[src/rtl/apb4_master_pkg.sv]
// Shared definitions for the APB4 request master: sequencer states, pprot bits
// and the default ACCESS wait limit.
package apb4_master_pkg;

    typedef enum logic [1:0] {
        ST_IDLE   = 2'd0,
        ST_SETUP  = 2'd1,
        ST_ACCESS = 2'd2,
        ST_RESP   = 2'd3
    } apb_state_e;

    localparam logic [2:0] PPROT_PRIVILEGED  = 3'b001;
    localparam logic [2:0] PPROT_NONSECURE   = 3'b010;
    localparam logic [2:0] PPROT_INSTRUCTION = 3'b100;

    localparam int DEFAULT_TIMEOUT = 32'sd256;

endpackage

[src/rtl/apb4_req_master_if.sv]
// Request/response and APB4 signal bundle for apb4_req_master. The master
// modport is the block's view; the slave modport is the surrounding system.
interface apb4_req_master_if #(
    parameter int ADDR_WIDTH = 32,
    parameter int DATA_WIDTH = 32
);
    localparam int STRB_WIDTH = DATA_WIDTH / 8;

    logic                  req_valid_i;
    logic                  req_ready_o;
    logic [ADDR_WIDTH-1:0] req_addr_i;
    logic                  req_write_i;
    logic [DATA_WIDTH-1:0] req_wdata_i;
    logic [STRB_WIDTH-1:0] req_strb_i;
    logic [2:0]            req_prot_i;

    logic                  rsp_valid_o;
    logic                  rsp_ready_i;
    logic [DATA_WIDTH-1:0] rsp_rdata_o;
    logic                  rsp_err_o;
    logic                  rsp_timeout_o;

    logic [ADDR_WIDTH-1:0] paddr_o;
    logic [2:0]            pprot_o;
    logic                  psel_o;
    logic                  penable_o;
    logic                  pwrite_o;
    logic [DATA_WIDTH-1:0] pwdata_o;
    logic [STRB_WIDTH-1:0] pstrb_o;
    logic                  pready_i;
    logic [DATA_WIDTH-1:0] prdata_i;
    logic                  pslverr_i;

    modport master (
        input  req_valid_i, req_addr_i, req_write_i, req_wdata_i, req_strb_i, req_prot_i,
        output req_ready_o,
        output rsp_valid_o, rsp_rdata_o, rsp_err_o, rsp_timeout_o,
        input  rsp_ready_i,
        output paddr_o, pprot_o, psel_o, penable_o, pwrite_o, pwdata_o, pstrb_o,
        input  pready_i, prdata_i, pslverr_i
    );

    modport slave (
        output req_valid_i, req_addr_i, req_write_i, req_wdata_i, req_strb_i, req_prot_i,
        input  req_ready_o,
        input  rsp_valid_o, rsp_rdata_o, rsp_err_o, rsp_timeout_o,
        output rsp_ready_i,
        input  paddr_o, pprot_o, psel_o, penable_o, pwrite_o, pwdata_o, pstrb_o,
        output pready_i, prdata_i, pslverr_i
    );

endinterface

[src/rtl/apb4_timeout_cnt.sv]
// Consecutive wait-state counter for the APB4 ACCESS phase; expired_o marks the
// wait cycle that brings the count up to limit_i.
module apb4_timeout_cnt #(
    parameter int CNT_WIDTH = 9
) (
    input  logic                 clk_i,
    input  logic                 rst_i,
    input  logic                 clear_i,
    input  logic                 enable_i,
    input  logic [CNT_WIDTH-1:0] limit_i,
    output logic                 expired_o
);

    logic [CNT_WIDTH-1:0] cnt_r;

    // Wait-cycle count, saturating at the limit so it cannot wrap.
    always_ff @(posedge clk_i or posedge rst_i) begin
        if (rst_i) begin
            cnt_r <= '0;
        end else if (clear_i) begin
            cnt_r <= '0;
        end else if (enable_i && (cnt_r != limit_i)) begin
            cnt_r <= cnt_r + CNT_WIDTH'(1);
        end
    end

    assign expired_o = enable_i && ((cnt_r + CNT_WIDTH'(1)) == limit_i);

endmodule

[src/rtl/apb4_req_master.sv]
// APB4 initiator that turns one valid/ready request into one APB transfer and a
// held response. Define APB4_MASTER_TIMEOUT_EN to bound the ACCESS wait.
module apb4_req_master
    import apb4_master_pkg::*;
#(
    parameter int ADDR_WIDTH     = 32,
    parameter int DATA_WIDTH     = 32,
    parameter int TIMEOUT_CYCLES = DEFAULT_TIMEOUT
) (
    input  logic               clk_i,
    input  logic               rst_i,
    apb4_req_master_if.master  bus
);

    localparam int STRB_WIDTH = DATA_WIDTH / 8;

    apb_state_e            state_r;
    logic [ADDR_WIDTH-1:0] paddr_r;
    logic [2:0]            pprot_r;
    logic                  psel_r;
    logic                  penable_r;
    logic                  pwrite_r;
    logic [DATA_WIDTH-1:0] pwdata_r;
    logic [STRB_WIDTH-1:0] pstrb_r;
    logic                  rsp_valid_r;
    logic [DATA_WIDTH-1:0] rsp_rdata_r;
    logic                  rsp_err_r;
    logic                  timeout_s;

`ifdef APB4_MASTER_TIMEOUT_EN
    localparam int CNT_WIDTH = $clog2(TIMEOUT_CYCLES + 1);

    logic cnt_clear_s;
    logic cnt_enable_s;
    logic rsp_timeout_r;

    assign cnt_clear_s  = (state_r == ST_IDLE) && bus.req_valid_i;
    assign cnt_enable_s = (state_r == ST_ACCESS) && !bus.pready_i;

    apb4_timeout_cnt #(
        .CNT_WIDTH (CNT_WIDTH)
    ) u_timeout_cnt (
        .clk_i     (clk_i),
        .rst_i     (rst_i),
        .clear_i   (cnt_clear_s),
        .enable_i  (cnt_enable_s),
        .limit_i   (CNT_WIDTH'(TIMEOUT_CYCLES)),
        .expired_o (timeout_s)
    );

    // Timeout flag follows the way the last ACCESS phase ended; pready wins a tie.
    always_ff @(posedge clk_i or posedge rst_i) begin
        if (rst_i) begin
            rsp_timeout_r <= 1'b0;
        end else if (state_r == ST_ACCESS) begin
            if (bus.pready_i) begin
                rsp_timeout_r <= 1'b0;
            end else if (timeout_s) begin
                rsp_timeout_r <= 1'b1;
            end
        end
    end

    assign bus.rsp_timeout_o = rsp_timeout_r;
`else
    assign timeout_s         = 1'b0;
    assign bus.rsp_timeout_o = 1'b0;
`endif

    // Transfer sequencer; every bus and response output is loaded here.
    always_ff @(posedge clk_i or posedge rst_i) begin
        if (rst_i) begin
            state_r     <= ST_IDLE;
            paddr_r     <= '0;
            pprot_r     <= 3'b000;
            psel_r      <= 1'b0;
            penable_r   <= 1'b0;
            pwrite_r    <= 1'b0;
            pwdata_r    <= '0;
            pstrb_r     <= '0;
            rsp_valid_r <= 1'b0;
            rsp_rdata_r <= '0;
            rsp_err_r   <= 1'b0;
        end else begin
            case (state_r)
                ST_IDLE: begin
                    if (bus.req_valid_i) begin
                        paddr_r   <= bus.req_addr_i;
                        pprot_r   <= bus.req_prot_i;
                        pwrite_r  <= bus.req_write_i;
                        pwdata_r  <= bus.req_wdata_i;
                        pstrb_r   <= bus.req_write_i ? bus.req_strb_i : '0;
                        psel_r    <= 1'b1;
                        penable_r <= 1'b0;
                        state_r   <= ST_SETUP;
                    end
                end
                ST_SETUP: begin
                    penable_r <= 1'b1;
                    state_r   <= ST_ACCESS;
                end
                ST_ACCESS: begin
                    if (bus.pready_i) begin
                        psel_r      <= 1'b0;
                        penable_r   <= 1'b0;
                        rsp_valid_r <= 1'b1;
                        rsp_rdata_r <= pwrite_r ? '0 : bus.prdata_i;
                        rsp_err_r   <= bus.pslverr_i;
                        state_r     <= ST_RESP;
                    end else if (timeout_s) begin
                        psel_r      <= 1'b0;
                        penable_r   <= 1'b0;
                        rsp_valid_r <= 1'b1;
                        rsp_rdata_r <= '0;
                        rsp_err_r   <= 1'b1;
                        state_r     <= ST_RESP;
                    end
                end
                ST_RESP: begin
                    if (bus.rsp_ready_i) begin
                        rsp_valid_r <= 1'b0;
                        state_r     <= ST_IDLE;
                    end
                end
                default: begin
                    psel_r      <= 1'b0;
                    penable_r   <= 1'b0;
                    rsp_valid_r <= 1'b0;
                    state_r     <= ST_IDLE;
                end
            endcase
        end
    end

    assign bus.req_ready_o = (state_r == ST_IDLE);
    assign bus.paddr_o     = paddr_r;
    assign bus.pprot_o     = pprot_r;
    assign bus.psel_o      = psel_r;
    assign bus.penable_o   = penable_r;
    assign bus.pwrite_o    = pwrite_r;
    assign bus.pwdata_o    = pwdata_r;
    assign bus.pstrb_o     = pstrb_r;
    assign bus.rsp_valid_o = rsp_valid_r;
    assign bus.rsp_rdata_o = rsp_rdata_r;
    assign bus.rsp_err_o   = rsp_err_r;

endmodule

[src/flat_wrapper.sv]
// flat-port wrapper written by rule: the top's interface ports become plain ports
module apb4_req_master_flat import apb4_master_pkg::*;
#(
    parameter int ADDR_WIDTH     = 32,
    parameter int DATA_WIDTH     = 32,
    parameter int TIMEOUT_CYCLES = DEFAULT_TIMEOUT
)
  (clk_i, rst_i, bus_req_valid_i, bus_req_addr_i, bus_req_write_i, bus_req_wdata_i, bus_req_strb_i, bus_req_prot_i, bus_req_ready_o, bus_rsp_valid_o, bus_rsp_rdata_o, bus_rsp_err_o, bus_rsp_timeout_o, bus_rsp_ready_i, bus_paddr_o, bus_pprot_o, bus_psel_o, bus_penable_o, bus_pwrite_o, bus_pwdata_o, bus_pstrb_o, bus_pready_i, bus_prdata_i, bus_pslverr_i);
  apb4_req_master_if #(.ADDR_WIDTH(ADDR_WIDTH), .DATA_WIDTH(DATA_WIDTH)) bus_i ();
  input  logic clk_i;
  input  logic rst_i;
  input wire logic [$bits(bus_i.req_valid_i)-1:0] bus_req_valid_i;
  input wire logic [$bits(bus_i.req_addr_i)-1:0] bus_req_addr_i;
  input wire logic [$bits(bus_i.req_write_i)-1:0] bus_req_write_i;
  input wire logic [$bits(bus_i.req_wdata_i)-1:0] bus_req_wdata_i;
  input wire logic [$bits(bus_i.req_strb_i)-1:0] bus_req_strb_i;
  input wire logic [$bits(bus_i.req_prot_i)-1:0] bus_req_prot_i;
  output wire logic [$bits(bus_i.req_ready_o)-1:0] bus_req_ready_o;
  output wire logic [$bits(bus_i.rsp_valid_o)-1:0] bus_rsp_valid_o;
  output wire logic [$bits(bus_i.rsp_rdata_o)-1:0] bus_rsp_rdata_o;
  output wire logic [$bits(bus_i.rsp_err_o)-1:0] bus_rsp_err_o;
  output wire logic [$bits(bus_i.rsp_timeout_o)-1:0] bus_rsp_timeout_o;
  input wire logic [$bits(bus_i.rsp_ready_i)-1:0] bus_rsp_ready_i;
  output wire logic [$bits(bus_i.paddr_o)-1:0] bus_paddr_o;
  output wire logic [$bits(bus_i.pprot_o)-1:0] bus_pprot_o;
  output wire logic [$bits(bus_i.psel_o)-1:0] bus_psel_o;
  output wire logic [$bits(bus_i.penable_o)-1:0] bus_penable_o;
  output wire logic [$bits(bus_i.pwrite_o)-1:0] bus_pwrite_o;
  output wire logic [$bits(bus_i.pwdata_o)-1:0] bus_pwdata_o;
  output wire logic [$bits(bus_i.pstrb_o)-1:0] bus_pstrb_o;
  input wire logic [$bits(bus_i.pready_i)-1:0] bus_pready_i;
  input wire logic [$bits(bus_i.prdata_i)-1:0] bus_prdata_i;
  input wire logic [$bits(bus_i.pslverr_i)-1:0] bus_pslverr_i;
  assign bus_i.req_valid_i = bus_req_valid_i;
  assign bus_i.req_addr_i = bus_req_addr_i;
  assign bus_i.req_write_i = bus_req_write_i;
  assign bus_i.req_wdata_i = bus_req_wdata_i;
  assign bus_i.req_strb_i = bus_req_strb_i;
  assign bus_i.req_prot_i = bus_req_prot_i;
  assign bus_req_ready_o = bus_i.req_ready_o;
  assign bus_rsp_valid_o = bus_i.rsp_valid_o;
  assign bus_rsp_rdata_o = bus_i.rsp_rdata_o;
  assign bus_rsp_err_o = bus_i.rsp_err_o;
  assign bus_rsp_timeout_o = bus_i.rsp_timeout_o;
  assign bus_i.rsp_ready_i = bus_rsp_ready_i;
  assign bus_paddr_o = bus_i.paddr_o;
  assign bus_pprot_o = bus_i.pprot_o;
  assign bus_psel_o = bus_i.psel_o;
  assign bus_penable_o = bus_i.penable_o;
  assign bus_pwrite_o = bus_i.pwrite_o;
  assign bus_pwdata_o = bus_i.pwdata_o;
  assign bus_pstrb_o = bus_i.pstrb_o;
  assign bus_i.pready_i = bus_pready_i;
  assign bus_i.prdata_i = bus_prdata_i;
  assign bus_i.pslverr_i = bus_pslverr_i;
  apb4_req_master #(.ADDR_WIDTH(ADDR_WIDTH), .DATA_WIDTH(DATA_WIDTH), .TIMEOUT_CYCLES(TIMEOUT_CYCLES)) u_core (.clk_i(clk_i), .rst_i(rst_i), .bus(bus_i));
endmodule
[config.mk]
export PLATFORM = sky130hd
export DESIGN_NAME = apb4_req_master_flat
export DESIGN_NICKNAME = d
export VERILOG_FILES = /design/src/rtl/apb4_master_pkg.sv /design/src/rtl/apb4_req_master_if.sv /design/src/rtl/apb4_timeout_cnt.sv /design/src/rtl/apb4_req_master.sv /design/src/flat_wrapper.sv
export SDC_FILE = /design/constraint.sdc
export NUM_CORES = 1
export LEC_CHECK = 0
export CORE_ASPECT_RATIO = 1.2
export CORE_MARGIN = 10
export CORE_UTILIZATION = 44
export DETAILED_ROUTE_END_ITERATION = 12
export PLACE_DENSITY = 0.83
export SYNTH_ARGS = -nofsm -noshare
export SYNTH_HDL_FRONTEND = slang
export SYNTH_SLANG_ARGS = --single-unit
export TNS_END_PERCENT = 50
[constraint.sdc]
create_clock -name clk_i -period 5.35 [get_ports clk_i]
set_input_delay 0.535 -clock clk_i [delete_from_list [all_inputs] [get_ports clk_i]]
set_output_delay 0.535 -clock clk_i [all_outputs]
set_load 0.02 [all_outputs]
==> metrics.yaml, run 1 <==
layout:
  regArea_um2: 2753
  final_cell_mix: "218 x clkdlybuf4s50_1, 110 x dfrtp_1, 42 x nand2_1"
  mostFrequentLayoutCell: "clkdlybuf4s50_1"
  syn_to_final_growth_pct: 56.40
  multi_input_area_um2: 1635
  diodes: 0
  design_area_um2: 7074
  instances_no_fill: 679
  n_fill_cell: 731
  nets: 663
  drive_gt1_share_pct: 17.00
clocking:
  cts_buffer_depth: 2
  clkTransAtPathRegs_ps: 80
  numCtsBuffers: 9
  root_buffer: "clkbuf_16"
  ctsHoldBuffers: 0
  cts_resized: 0
  cts_sinks: 110
  cts_tree: "done"
  clock_latency_ps: 350
  h-tree-depth: 3
  post-cts-setup-buffers: 0
synthesis:
  yosys_register_bits: 110
  ys_types: 20
  synth_warnings: 0
  synth_seq_area_share_pct: 60.86
  synth_cells: 335
  syn_area_per_cell_um2: 13.50
  synthesis.area_um2: 4523
  synth_fp_nets: 450
pwr:
  p_leak_nw: 3.140
  vdd_drop_max_mv: 0.3138
  total_power_w: 0.004438
  power_density_nw_per_um2: 627.3
timing:
  slew_headroom_pct: 43.86
  hold_viol_final: 0
  setup_violations: 0
  final_max_slew_viol_count: 0
  holdWs_ps: 482.7
  tns_ps: 0
  clock.fmax_mhz: 396.2
  fin_crit_sh_pct: 47.18
  rsz0062_at_grt: "false"
  final.setup_skew_ps: 9.434
  layout_min_cycle_time_ps: 2524
  worst_pin_slew_ps: 842.0
global_routing:
  grt_pass1_vias: 3678
  grt_max_degree: 66
  grt_usage_pct: 17.71
  overflow: 0
  grt_first_pass_wirelength_um: 20660
  antenna_found_initial: 0
worst_setup_path:
  required_ps: 4820
  crit_arrival_ps: 1990
  crit_buf_inv: 1
  cp_cell_sequence: "clkdlybuf4s50_1"
  crit_start: "u_core.bus.pwrite_o$_DFFE_PP0P_"
  worstSetupPathType: "flip-flop to output port"
  worstPathMaxFanout: 34
  r2r_cells: 5
  cp_slowest_stage_delay_ps: 890
  critPathCaptureType: "output port"
  r2r-end: "u_core.bus.paddr_o[16]$_DFFE_PP0P_"
  path_delay_family: "flip-flops"
  cpMaxStageDelayCell: "dfrtp_1"
  r2r_setup_slack_ps: 3040
  reg2reg_from: "u_core.state_r[0]$_DFFE_PP0P_"
  cp-start-kind: "flip-flop"
floorplanning:
  core_um2: 10010
  die_w_um: 112.6
  initial_core_util_pct: 45.19
  rows: 40
  dieArea_um2: 14750
  dieHeight_um: 131.1
  pin_count: 220
run_status:
  outcome: "complete, no violations"
routing:
  wl_per_cell_um: 19.24
  wirelength_um: 13060
  viasPerCell: 4.773
  drtIter0Drc: 149
  first_pass_iters: 4
  routed-via-count: 3241
  drtAntennaViolNets: 0
  drcViolationCount: 0
place:
  place_inst: 663
  gp_congestion: 0.7824
  placedInstanceArea_um2: 6779
  io_buffers: 218
  hpwl_um: 10120
min_path:
  min_from: "u_core.bus.rsp_rdata_o[28]$_DFFE_PP0P_"
  hold_depth: 2
  whs_endpoint: "u_core.bus.rsp_rdata_o[28]$_DFFE_PP0P_"
  holdCritPathClass: "flip-flop to flip-flop"
flow_run:
  drv_cap: 0
[report_power, final]
| group | total, W | switching, W | internal (W) |
|---|---|---|---|
| clock | 0.000647 | 0.000302 | 0.000346 |
| combinational | 0.00230 | 0.00108 | 0.00122 |
| sequential | 0.00149 | 0.000251 | 0.00124 |
| total | 0.00444 | 0.00163 | 0.00281 |
[worst max-delay path by stage]
stage          slack, ps  cells after the start                                 end
5_1_grt             2690                      1                        bus_pwrite_o
6_report            2830                      1                        bus_pwrite_o
4_1_cts             2780                      1                        bus_pwrite_o
3_5_place_dp        2670                      4  u_core.bus.paddr_o[13]$_DFFE_PP0P_
2_1_floorplan       1910                      1   u_core.bus.paddr_o[0]$_DFFE_PP0P_
3_3_place_gp        2730                      4   u_core.bus.paddr_o[0]$_DFFE_PP0P_
[registers in the layout (all words and copies together), names as in the netlist]
name / count
u_core.bus.paddr_o: 32
u_core.bus.penable_o: 1
u_core.bus.pprot_o: 3
u_core.bus.psel_o: 1
u_core.bus.pstrb_o: 4
u_core.bus.pwdata_o: 32
u_core.bus.pwrite_o: 1
u_core.bus.rsp_err_o: 1
u_core.bus.rsp_rdata_o: 32
u_core.bus.rsp_valid_o: 1
u_core.state_r: 2
[stage by stage]
| stage | setup slack, ps | utilization (%) |
|---|---|---|
| after floorplan | 1913 | - |
| after global placement | 2733 | 67.73 |
| after detailed placement | 2666 | 67.73 |
| after CTS | 2782 | 70.68 |
| after global routing | 2692 | 70.68 |
| final | 2826 | 70.68 |
[cells in the mapped netlist]
cell type,number,area share (%)
o21ai_0,37,4.1
nand2_1,43,3.6
inv_1,7,0.58
and2b_2,1,0.19
o2bb2ai_1,1,0.19
a221oi_4,1,0.58
a22o_1,1,0.19
conb_1,1,0.083
dfrtp_1,110,61
buf_4,2,0.33
mux2i_1,3,0.66
buf_6,4,1.0
a21oi_1,1,0.11
mux2_4,32,11
nand2b_1,32,4.4
clkbuf_1,7,0.58
nor2_1,2,0.17
ha_1,5,1.4
mux2_2,39,9.7
buf_2,6,0.66
[per-layer routing]
metal | GRT usage [%] | part of all wire [%] | wire length (µm)
met3 | 6.330 | 7.7 | 1006
met2 | 30.77 | 52 | 6758
met1 | 19.21 | 38 | 4940
met4 | 7.474 | 2.7 | 357
met5 | 0 | 0 | 0
[logic make-up after synthesis]
family / after synthesis / share of synthesized area (%)
DFF: 110 / 60.86
and+or+nand+nor: 78 / 8.354
muxes: 74 / 21.00
AOI/OAI and AO/OA: 41 / 5.173
buffers and inverters: 26 / 3.154
adders and majority gates: 5 / 1.383
other: 1 / 0.08291
[worst reg2reg max path: stages (launching register included)]
cell     delay (ps)
dfrtp_1         370
inv_1           100
ha_1            280
nand2_4         330
buf_4           660
mux2_2          440
[area by class of cell]
class / count / area share, %
Sequential cell: 110 / 38.91
Clock inverter: 5 / 0.6013
Multi-Input combinational cell: 199 / 23.12
Tap cell: 126 / 2.229
Inverter: 7 / 0.4068
Timing Repair Buffer: 221 / 31.16
Clock buffer: 11 / 3.573
No activity file was read; power rests on OpenSTA's default activity.
==> run 2: changes to the inputs <==
Settings changed: CORE_UTILIZATION 44 to 37, PLACE_DENSITY 0.83 to 0.74.
Clock period 5.35 ns to 2 ns, I/O delays scaled along.
==> run 2 against run 1 <==
Wire length shrank 0.14%. Critical path depth grew 2. Highest routed layer unchanged. Combinational power grew to 2.7 times the previous value. Count of clock-buffer cells in the layout grew 2. Cell area grew 2.1%. Critical path type unchanged.
==> metrics.yaml, run 2 (synthesis results as in run 1) <==
run_status:
  outcome: "complete, no violations"
worst_setup_path:
  cp-start-kind: "flip-flop"
  cpMaxStageDelayCell: "dfrtp_1"
  r2r_cells: 5
  worstPathMaxFanout: 5
  r2r_setup_slack_ps: 290
  cp_cell_sequence: "inv_1, ha_1, dlygate4sd2_1"
  critPathCaptureType: "output port"
  path_delay_family: "buffers and inverters"
  required_ps: 1800
  worstSetupPathType: "flip-flop to output port"
  reg2reg_from: "u_core.state_r[0]$_DFFE_PP0P_"
  crit_arrival_ps: 1550
  cp_slowest_stage_delay_ps: 400
  crit_buf_inv: 2
  r2r-end: "u_core.bus.paddr_o[19]$_DFFE_PP0P_"
timing:
  clock.fmax_mhz: 572.4
  final.setup_skew_ps: 9.997
  hold_viol_final: 0
  setup_violations: 0
  holdWs_ps: 201.6
  final_max_slew_viol_count: 0
  tns_ps: 0
  rsz0062_at_grt: "false"
  fin_crit_sh_pct: 87.35
  layout_min_cycle_time_ps: 1747
place:
  hpwl_um: 10200
  gp_congestion: 0.7747
  io_buffers: 218
flow_run:
  drv_cap: 0
global_routing:
  grt_pass1_vias: 3547
  overflow: 0
  antenna_found_initial: 0
  grt_usage_pct: 15.14
  grt_first_pass_wirelength_um: 20200
  grt_max_degree: 66
floorplanning:
  core_um2: 12060
  rows: 44
  die_w_um: 120.9
  pin_count: 220
  dieHeight_um: 141.1
  initial_core_util_pct: 37.52
  dieArea_um2: 17070
layout:
  syn_to_final_growth_pct: 59.75
  final_cell_mix: "217 x clkdlybuf4s50_1, 110 x dfrtp_1, 42 x nand2_1"
  regArea_um2: 2753
  nets: 668
  diodes: 0
  multi_input_area_um2: 1635
  drive_gt1_share_pct: 17.38
  mostFrequentLayoutCell: "clkdlybuf4s50_1"
  n_fill_cell: 982
routing:
  routed-via-count: 3290
  first_pass_iters: 4
  wirelength_um: 13040
  viasPerCell: 4.576
  wl_per_cell_um: 18.14
  drtIter0Drc: 203
  drcViolationCount: 0
  drtAntennaViolNets: 0
pwr:
  power_density_nw_per_um2: 1659
  vdd_drop_max_mv: 0.7334
  p_leak_nw: 3.192
clocking:
  post-cts-setup-buffers: 0
  numCtsBuffers: 9
  h-tree-depth: 3
  clkTransAtPathRegs_ps: 70
  ctsHoldBuffers: 0
  cts_tree: "done"
  root_buffer: "clkbuf_16"
  cts_buffer_depth: 2
  cts_sinks: 110
  clock_latency_ps: 350
  cts_resized: 1
min_path:
  holdCritPathClass: "primary input to async pin"
run 2: metal layers:
layer	up-vias	GRT usage [%]	wire (µm)
met5	-	0	0
met1	1586	16.81	4925
met2	130	25.39	6672
li1	1550	-	-
met4	0	7.125	384
met3	24	5.114	1061
run 2: area by class of cell:
type	instances	area share, %
Inverter	7	0.4156
Clock inverter	3	0.5887
Sequential cell	110	38.10
Timing Repair Buffer	226	31.88
Clock buffer	13	3.602
Multi-Input combinational cell	199	22.63
Tap cell	161	2.788
run 2: how the worst max path moves through the flow:
stage | end | depth (start not counted) | start | slack [ps]
2_1_floorplan | u_core.state_r[1]$_DFFE_PP0P_ | 5 | u_core.state_r[0]$_DFFE_PP0P_ | 430
6_report | bus_req_ready_o | 3 | u_core.state_r[0]$_DFFE_PP0P_ | 250
3_5_place_dp | u_core.state_r[1]$_DFFE_PP0P_ | 4 | bus_req_valid_i | 260
5_1_grt | bus_req_ready_o | 3 | u_core.state_r[0]$_DFFE_PP0P_ | 160
3_3_place_gp | u_core.state_r[1]$_DFFE_PP0P_ | 4 | bus_req_valid_i | 310
4_1_cts | bus_req_ready_o | 3 | u_core.state_r[0]$_DFFE_PP0P_ | 230
run 2: worst reg2reg max path, cell delays in order (launching register included):
cell and delay, ps:
dfrtp_1 380, inv_1 100, ha_1 280, nand2_4 190, buf_12 260, mux2_2 380
run 2: power breakdown:
part           total (W)  leakage [nW]  switching [W]  internal [W]
Clock            0.00180         0.146       0.000765       0.00104
Combinational    0.00627          1.72        0.00293       0.00334
Sequential       0.00391          1.33       0.000594       0.00332
Total             0.0120          3.19        0.00429       0.00770
run 2: through the flow:
step | power [W] | util, % | worst slack (ps) | area (µm²) | instances
2_1_floorplan | 0.007277 | - | 434.3 | 4527 | 335
6_report | 0.01199 | 59.93 | 253.0 | 7226 | 719
4_1_cts | 0.01218 | 59.93 | 227.1 | 7226 | 719
3_3_place_gp | 0.01014 | 57.43 | 306.0 | 6924 | 703
3_5_place_dp | 0.01032 | 57.43 | 264.8 | 6924 | 703
5_1_grt | 0.01269 | 59.93 | 161.4 | 7226 | 719
==> run 3: changes to the inputs <==
Settings changed: CORE_ASPECT_RATIO 1.2 to default, CTS_CLUSTER_SIZE from default to 10, PLACE_DENSITY 0.74 to 0.77.
==> run 3 against run 2 <==
Setup slack got worse by 47 ps. Critical path type is now flip-flop to flip-flop. Cell area increased by 0.10%. Final cell count decreased by 1.9%.
==> metrics.yaml, run 3 (synthesis results as in run 1) <==
floorplanning:
  pin_count: 220
  dieArea_um2: 17050
  rows: 40
  dieHeight_um: 130.6
  die_w_um: 130.6
  core_um2: 12010
  initial_core_util_pct: 37.66
global_routing:
  grt_max_degree: 111
  grt_first_pass_wirelength_um: 19680
  grt_usage_pct: 15.06
  antenna_found_initial: 0
  overflow: 0
  grt_pass1_vias: 3576
worst_setup_path:
  worstSetupPathType: "flip-flop to flip-flop"
  worstPathMaxFanout: 35
  critPathCaptureType: "flip-flop"
  cp-start-kind: "flip-flop"
  required_ps: 2210
  crit_arrival_ps: 2010
clocking:
  ctsHoldBuffers: 0
  cts_buffer_depth: 2
  clock_latency_ps: 350
  numCtsBuffers: 9
  cts_sinks: 110
  cts_tree: "done"
  clkTransAtPathRegs_ps: 70
  h-tree-depth: 3
  post-cts-setup-buffers: 0
  root_buffer: "clkbuf_16"
layout:
  final_cell_mix: "217 x clkdlybuf4s50_1, 110 x dfrtp_1, 41 x nand2_1"
  design_area_um2: 7233
  n_fill_cell: 970
  instances_no_fill: 705
  nets: 668
  drive_gt1_share_pct: 17.92
  syn_to_final_growth_pct: 59.92
  mostFrequentLayoutCell: "clkdlybuf4s50_1"
  diodes: 0
timing:
  slew_headroom_pct: 60.47
  tns_ps: 0
  final.setup_skew_ps: 5.195
  worst_pin_slew_ps: 592.9
  setup_violations: 0
  rsz0062_at_grt: "false"
  fin_crit_sh_pct: 89.72
  final_max_slew_viol_count: 0
  clock.fmax_mhz: 557.3
  hold_viol_final: 0
  layout_min_cycle_time_ps: 1794
routing:
  drtIter0Drc: 148
  wl_per_cell_um: 18.40
  first_pass_iters: 4
  drtAntennaViolNets: 0
  routed-via-count: 3263
  viasPerCell: 4.628
  drcViolationCount: 0
  wirelength_um: 12970
place:
  hpwl_um: 9988
  placedInstanceArea_um2: 6897
  io_buffers: 218
  gp_congestion: 0.7104
  place_inst: 689
pwr:
  power_density_nw_per_um2: 1684
  total_power_w: 0.01218
  vdd_drop_max_mv: 0.9128
  p_leak_nw: 3.215
min_path:
  holdCritPathClass: "primary input to async pin"
flow_run:
  drv_cap: 0
run_status:
  outcome: "complete, no violations"
## run 3: cell count changes in the layout (fill, tap and decap cells not counted), sizes merged
| cell | previous run | this run |
|---|---|---|
| bufinv | 1 | 2 |
| clkinv | 1 | 2 |
| clkbuf | 13 | 11 |
| dlygate4sd2 | 1 | 0 |
| dlymetal6s2s | 0 | 1 |
## run 3: metrics by stage
step	util (%)	worst slack [ps]	hold WS (ps)
floorplan	-	434.3	336.0
global placement	57.42	294.9	460.2
detailed placement	57.42	206.4	470.4
CTS	60.20	22.99	393.2
global route	60.22	38.71	409.5
finish	60.22	205.6	372.5
## run 3: final timing paths
kind                                                             from                                      to  slack, ps  depth (start not counted)
min in group clk_i                                   bus_prdata_i[12]  u_core.bus.rsp_rdata_o[12]$_DFFE_PP0P_        410                          3
max in group asynchronous                                       rst_i   u_core.bus.rsp_rdata_o[5]$_DFFE_PP0P_       1170                          3
worst min register to register  u_core.bus.rsp_rdata_o[2]$_DFFE_PP0P_   u_core.bus.rsp_rdata_o[2]$_DFFE_PP0P_        480                          2
worst max register to register          u_core.state_r[0]$_DFFE_PP0P_  u_core.bus.rsp_rdata_o[21]$_DFFE_PP0P_        210                          5
worst max-delay path                    u_core.state_r[0]$_DFFE_PP0P_  u_core.bus.rsp_rdata_o[21]$_DFFE_PP0P_        210                          5
worst min-delay path                                            rst_i     u_core.bus.pwdata_o[14]$_DFFE_PP0P_        370                          3
## run 3: worst max-delay path, stage by stage, from the launching register on
cell	delay [ps]
dfrtp_1	390
inv_1	110
ha_1	290
nand2_2	330
buf_4	370
o21ai_0	160
## run 3: layout make-up
| class | instances | area, µm² | share of cell area, % |
|---|---|---|---|
| Timing Repair Buffer | 226 | 2295 | 31.72 |
| Inverter | 7 | 30.03 | 0.4152 |
| Clock inverter | 5 | 81.33 | 1.124 |
| Clock buffer | 11 | 252.7 | 3.494 |
| Sequential cell | 110 | 2753 | 38.06 |
| Multi-Input combinational cell | 199 | 1638 | 22.64 |
| Tap cell | 147 | 183.9 | 2.543 |
## run 3: timing repair
action                                  4_1_cts  5_1_grt
endpoints found under the hold margin         0        0
endpoints found under the setup margin        0        1
gates resized for setup                       0        1
## run 3: metal layers
metal | track usage [%] | vias to the layer above | part of all wire (%)
met2 | 25.45 | 136 | 49
met3 | 6.849 | 18 | 11
met4 | 5.428 | 0 | 1.5
met5 | 0 | - | 0
li1 | - | 1545 | -
met1 | 16.32 | 1564 | 39
## run 3: power breakdown
part           internal, W  leakage [nW]  switching (W)
clock              0.00117         0.162       0.000807
sequential         0.00332          1.33       0.000577
combinational      0.00336          1.72        0.00295
